### config.mk
export PLATFORM = sky130hd
export DESIGN_NAME = fft_uart_tx
export DESIGN_NICKNAME = d
export VERILOG_FILES = /design/src/rtl/fft_uart_pkg.sv /design/src/rtl/fft_uart_tx_byte.sv /design/src/rtl/fft_uart_tx.sv
export SDC_FILE = /design/constraint.sdc
export NUM_CORES = 1
export LEC_CHECK = 0
export BUFFER_PORTS_ARGS = -buffer_cell sky130_fd_sc_hd__clkbuf_2
export CAP_MARGIN = 15
export CORE_UTILIZATION = 50
export CTS_CLUSTER_SIZE = 10
export DETAILED_ROUTE_END_ITERATION = 6
export PLACE_DENSITY = 0.73
export SLEW_MARGIN = 20
export SYNTH_ARGS = -nofsm -noshare
export SYNTH_HDL_FRONTEND = slang
export SYNTH_HIERARCHICAL = 1
export SYNTH_SLANG_ARGS = --single-unit
### constraint.sdc
create_clock -name i_clk -period 7.5 [get_ports i_clk]
set_input_delay 0.75 -clock i_clk [delete_from_list [all_inputs] [get_ports i_clk]]
set_output_delay 0.75 -clock i_clk [all_outputs]
set_load 0.01 [all_outputs]
### src/rtl/fft_uart_pkg.sv
// fft_uart_pkg: shared definitions for the FFT-result UART transmit path.
//   Provides the serializer state encoding and helpers that size the
//   per-word byte count and the counter widths from the block parameters.
package fft_uart_pkg;

  typedef enum logic [1:0] {
    ST_IDLE  = 2'd0,
    ST_START = 2'd1,
    ST_DATA  = 2'd2,
    ST_STOP  = 2'd3
  } tx_state_e;

  // Number of 8-bit UART frames needed for one 2*length-bit word.
  function automatic int calc_bytes(input int length);
    return (2 * length) / 8;
  endfunction

  // Counter width for a counter running 0..n-1; never narrower than 1 bit
  // so a single-byte word still gets a real (constant-zero) byte counter.
  function automatic int cnt_width(input int n);
    return (n < 2) ? 1 : $clog2(n);
  endfunction

endpackage

### src/rtl/fft_uart_tx_byte.sv
// uart_tx_byte: bit-level 8N1 serializer (start, 8 data bits LSB first,
//   STOP_BITS stop bits, each bit CLKS_PER_BIT cycles).
// Ports: i_clk/i_rst (sync, active-high); i_start begins a frame on the same
//   edge (line drops to 0 immediately); i_byte is read live for each data
//   bit; o_serial registered line; o_done is high during the final cycle of
//   the last stop bit, so a new i_start on that edge gives a gapless frame.
module uart_tx_byte
  import fft_uart_pkg::*;
#(
  parameter int CLKS_PER_BIT = 868,
  parameter int STOP_BITS    = 1
) (
  input  logic       i_clk,
  input  logic       i_rst,
  input  logic       i_start,
  input  logic [7:0] i_byte,
  output logic       o_serial,
  output logic       o_done
);

  localparam int BW = cnt_width(CLKS_PER_BIT);

  tx_state_e     state_q;
  logic [BW-1:0] baud_q;
  logic [2:0]    bit_q;
  logic          stop_q;
  logic          serial_q;
  logic          bit_end;
  logic          last_stop;

  assign bit_end   = (baud_q == BW'(CLKS_PER_BIT - 1));
  assign last_stop = (stop_q == 1'(STOP_BITS - 1));
  // Decoded from registers only; lets the parent chain the next frame.
  assign o_done    = (state_q == ST_STOP) && bit_end && last_stop;
  assign o_serial  = serial_q;

  always_ff @(posedge i_clk) begin
    if (i_rst) begin
      state_q  <= ST_IDLE;
      baud_q   <= '0;
      bit_q    <= '0;
      stop_q   <= 1'b0;
      serial_q <= 1'b1;
    end else if (i_start) begin
      // Start bit goes on the line at the accepting edge itself.
      state_q  <= ST_START;
      baud_q   <= '0;
      bit_q    <= '0;
      stop_q   <= 1'b0;
      serial_q <= 1'b0;
    end else begin
      case (state_q)
        ST_IDLE: begin
          serial_q <= 1'b1;
        end
        ST_START: begin
          if (bit_end) begin
            baud_q   <= '0;
            bit_q    <= '0;
            serial_q <= i_byte[0];
            state_q  <= ST_DATA;
          end else begin
            baud_q <= baud_q + BW'(1);
          end
        end
        ST_DATA: begin
          if (bit_end) begin
            baud_q <= '0;
            if (bit_q == 3'd7) begin
              stop_q   <= 1'b0;
              serial_q <= 1'b1;
              state_q  <= ST_STOP;
            end else begin
              bit_q    <= bit_q + 3'd1;
              serial_q <= i_byte[bit_q + 3'd1];
            end
          end else begin
            baud_q <= baud_q + BW'(1);
          end
        end
        ST_STOP: begin
          if (bit_end) begin
            baud_q <= '0;
            if (last_stop) begin
              state_q  <= ST_IDLE;
              serial_q <= 1'b1;
            end else begin
              stop_q <= 1'b1;
            end
          end else begin
            baud_q <= baud_q + BW'(1);
          end
        end
        default: begin
          state_q  <= ST_IDLE;
          serial_q <= 1'b1;
        end
      endcase
    end
  end

endmodule

### src/rtl/fft_uart_tx.sv
// fft_uart_tx: sends one 2*LENGTH-bit word per valid/ready handshake as
//   BYTES back-to-back 8N1 frames, most-significant byte first.
// Ports: i_clk/i_rst (sync, active-high); i_tx_valid/i_fft_data word input,
//   o_tx_ready high when idle (falls on the accepting edge); o_tx_serial line;
//   o_tx_busy while a word is on the line; o_word_done one-cycle end pulse.
module fft_uart_tx
  import fft_uart_pkg::*;
#(
  parameter int LENGTH       = 32,
  parameter int CLKS_PER_BIT = 868,
  parameter int STOP_BITS    = 1
) (
  input  logic                  i_clk,
  input  logic                  i_rst,
  input  logic                  i_tx_valid,
  input  logic [2*LENGTH-1:0]   i_fft_data,
  output logic                  o_tx_ready,
  output logic                  o_tx_serial,
  output logic                  o_tx_busy,
  output logic                  o_word_done
);

  localparam int W     = 2 * LENGTH;
  localparam int BYTES = calc_bytes(LENGTH);
  localparam int BCW   = cnt_width(BYTES);

  logic [W-1:0]   shift_q, shift_d;
  logic [BCW-1:0] byte_cnt_q, byte_cnt_d;
  logic           ready_q, ready_d;
  logic           busy_q, busy_d;
  logic           word_done_q, word_done_d;

  logic accept;
  logic byte_done;
  logic last_byte;
  logic byte_start;

  // Valid while not ready is simply dropped: nothing is queued.
  assign accept     = i_tx_valid && ready_q;
  assign last_byte  = (byte_cnt_q == BCW'(BYTES - 1));
  // Next byte starts on the same edge the previous stop bit ends.
  assign byte_start = accept || (byte_done && !last_byte);

  always_comb begin
    shift_d     = shift_q;
    byte_cnt_d  = byte_cnt_q;
    ready_d     = ready_q;
    busy_d      = busy_q;
    word_done_d = 1'b0;
    if (accept) begin
      shift_d    = i_fft_data;
      byte_cnt_d = '0;
      ready_d    = 1'b0;
      busy_d     = 1'b1;
    end else if (byte_done) begin
      if (last_byte) begin
        ready_d     = 1'b1;
        busy_d      = 1'b0;
        word_done_d = 1'b1;
      end else begin
        byte_cnt_d = byte_cnt_q + BCW'(1);
        shift_d    = shift_q << 8;
      end
    end
  end

  always_ff @(posedge i_clk) begin
    if (i_rst) begin
      shift_q     <= '0;
      byte_cnt_q  <= '0;
      ready_q     <= 1'b1;
      busy_q      <= 1'b0;
      word_done_q <= 1'b0;
    end else begin
      shift_q     <= shift_d;
      byte_cnt_q  <= byte_cnt_d;
      ready_q     <= ready_d;
      busy_q      <= busy_d;
      word_done_q <= word_done_d;
    end
  end

  // The byte being sent is always the top 8 bits of the shift register.
  uart_tx_byte #(
    .CLKS_PER_BIT (CLKS_PER_BIT),
    .STOP_BITS    (STOP_BITS)
  ) u_byte (
    .i_clk    (i_clk),
    .i_rst    (i_rst),
    .i_start  (byte_start),
    .i_byte   (shift_q[W-1 -: 8]),
    .o_serial (o_tx_serial),
    .o_done   (byte_done)
  );

  assign o_tx_ready  = ready_q;
  assign o_tx_busy   = busy_q;
  assign o_word_done = word_done_q;

endmodule

==> impl_metrics.json <==
{
  "grt_max_degree": 88,
  "cts_sinks": 86,
  "vias": 3475,
  "cap_violations": 0,
  "async_flop_share_pct": 0,
  "drv_slew": 0,
  "startpoint_type": "flip-flop",
  "dp_cells": 612,
  "drt_iter0_markers": 167,
  "instances_no_fill": 628,
  "fmax_mhz": 360,
  "required_ns": 7.75,
  "crit_family": "simple AND/OR/NAND/NOR gates",
  "design.final.nets": 600,
  "final_cell_mix": "nand2_1, dfxtp_1, nor2_1",
  "critPathSlowestCell": "buf_4",
  "syn_avg_cell_area_um2": 8.18,
  "drc_errors": 0,
  "powerDensity_nw_per_um2": 220,
  "grt_antenna_before_repair": 0,
  "rsz0062_at_grt": "false",
  "cp_cell_sequence": "ha_1 -> nor4bb_4 -> and3_1 -> and2_1 -> nor2b_4 -> buf_4 -> nand2_1 -> a311oi_1",
  "dieArea_um2": 8180,
  "dp_hpwl_um": 5770,
  "syn-num-nets": 554,
  "htree_levels": 3,
  "die_h_um": 90.4,
  "numCtsBuffers": 9,
  "area_growth_pct": 14.1,
  "setup_viol": 0,
  "finalWorstSetupSlack_ns": 4.72,
  "vias_per_cell": 5.53,
  "wirelength_um": 8710,
  "min_delay_path_depth": 2,
  "clk_pin_slew_ns": 0.08,
  "ctsResizeCount": 0,
  "grt_use_total_pct": 21.8,
  "root_buffer": "clkbuf_8",
  "wl_per_cell_um": 13.9,
  "end_kind": "flip-flop",
  "netlist_area_um2": 3910,
  "cts_buffer_depth": 2,
  "ys_seq_elements": 86,
  "grt_pass1_wl_um": 14600,
  "critPathKind": "flip-flop to flip-flop",
  "synth_edf_count": 0,
  "coreArea_um2": 7410,
  "drt_pass1_iterations": 4,
  "fp-row-count": 31,
  "cp.depth": 8,
  "fillCellCount": 668,
  "antenna_left": 0,
  "p_total_uw": 980,
  "cts_setup_buffers": 0,
  "cts_tree": "yes",
  "grt_pass1_vias": 3167,
  "start_util_pct": 52.8,
  "preCtsSetupSlack_ns": 4.75,
  "fin_crit_sh_pct": 37.1,
  "die_w_um": 90.4,
  "synthDistinctLibCells": 41,
  "drive_above_1_share_pct": 19.1,
  "final_hold_viol_count": 0,
  "grt.overflow.total": 0,
  "n_antenna_cell": 0,
  "fin_crit_ns": 2.78,
  "tightest_slew_ns": 0.807,
  "cp_num_buf_inv": 1,
  "hold_class": "flip-flop to flip-flop",
  "fin_skew_ns": 0.0142,
  "r2r_cells": 8,
  "ys.flop_type": "dfxtp_1",
  "ctsHoldBuffers": 0,
  "yosys_warnings": 6,
  "num_io_pins": 71,
  "tns_ns": 0,
  "critPathArrivalTime_ns": 3.03,
  "ys_seq_area_share_pct": 44.0,
  "critPathMaxFanout": 59,
  "port_buffers": 70,
  "relSlewSlack_pct": 46.2,
  "cp_slowest_stage_delay_ns": 0.50,
  "gp_congestion": 0.832,
  "synthCells": 478,
  "p_leak_nw": 1.76,
  "layout_commonest_cell": "nand2_1",
  "outcome": "finished, final reports clean",
  "ir_drop_mv": 0.107,
  "clk_latency_ns": 0.35
}
## area by class of cell
type	instances	area (µm²)	area share, %
tap	99	124	2.78
clock buffer	11	141	3.17
inverter	5	18.8	0.421
sequential	86	1720	38.6
clock inverter	5	82.6	1.85
multi-input combinational	348	1990	44.7
timing repair buffer	74	380	8.52
## cells in the mapped netlist, drive strengths merged, types with 2 or more instances
| master | n | area [µm²] |
|---|---|---|
| mux2i | 4 | 40.0 |
| a21oi | 15 | 78.8 |
| buf | 18 | 116 |
| ha | 9 | 113 |
| nand2 | 131 | 492 |
| o211a | 2 | 20.0 |
| and2 | 2 | 12.5 |
| nor3 | 7 | 35.0 |
| clkbuf | 21 | 78.8 |
| a311oi | 57 | 505 |
| o2111ai | 2 | 17.5 |
| mux4 | 2 | 45.0 |
| nand4 | 6 | 37.5 |
| xor2 | 3 | 26.3 |
| nand3 | 9 | 45.0 |
| nand2b | 2 | 12.5 |
| and3 | 2 | 12.5 |
| dfxtp | 86 | 1720 |
| nor2b | 4 | 25.0 |
| nor2 | 71 | 267 |
| xnor2 | 6 | 52.6 |
| inv | 5 | 18.8 |
## worst paths after layout
| kind | startpoint | to | slack (ns) |
|---|---|---|---|
| setup reg to reg | u_byte/baud_q[0]$_SDFFE_PP0P_ | shift_q[51]$_SDFFE_PP0P_ | 4.72 |
| hold / removal | u_byte/bit_q[2]$_SDFFE_PP0P_ | u_byte/bit_q[2]$_SDFFE_PP0P_ | 0.47 |
| setup / recovery | u_byte/baud_q[0]$_SDFFE_PP0P_ | shift_q[51]$_SDFFE_PP0P_ | 4.72 |
| hold reg to reg | u_byte/bit_q[2]$_SDFFE_PP0P_ | u_byte/bit_q[2]$_SDFFE_PP0P_ | 0.47 |
## where the power goes
part / leakage [nW] / switching, mW / internal, mW
Clock: 0.113 / 0.162 / 0.198
Sequential: 0.709 / 0.0199 / 0.489
Combinational: 0.935 / 0.0629 / 0.0496
## state kept, by name (all words and copies together) (netlist names)
signal,cells
shift_q,64
byte_cnt_q,3
u_byte/baud_q,10
o_word_done,1
u_byte/o_serial,1
o_tx_ready,1
o_tx_busy,1
u_byte/state_q,2
u_byte/bit_q,3
## worst reg2reg max path, cell delays in order (launching register included)
cell and delay, ns:
dfxtp_1 0.40, ha_1 0.23, nor4bb_4 0.27, and3_1 0.44
and2_1 0.27, nor2b_4 0.16, buf_4 0.50, nand2_1 0.15
a311oi_1 0.28
## metrics by stage
stage	util [%]	area, µm²	hold WS [ns]
after floorplan	-	3910	0.434
after global placement	57.2	4240	0.449
after detailed placement	57.2	4240	0.466
after CTS	60.2	4460	0.477
after global routing	60.2	4460	0.493
final	60.2	4460	0.469
## cells by family after synthesis
group	synth area share (%)
DFF	44.0
muxes	2.18
xor gates and xnor gates	2.02
buffers and inverters	5.47
adders and majority gates	2.88
AOI/OAI and AO/OA	17.9
and+or+nand+nor	25.5
## per-layer routing
layer | global-route usage (%) | vias to the layer above | share of wire, %
met5 | 0 | - | 0
met4 | 7.12 | 0 | 1.5
met3 | 4.55 | 13 | 4.7
met2 | 34.8 | 89 | 46
met1 | 29.6 | 1607 | 47
li1 | - | 1766 | -
No activity file was read; power rests on OpenSTA's default activity.
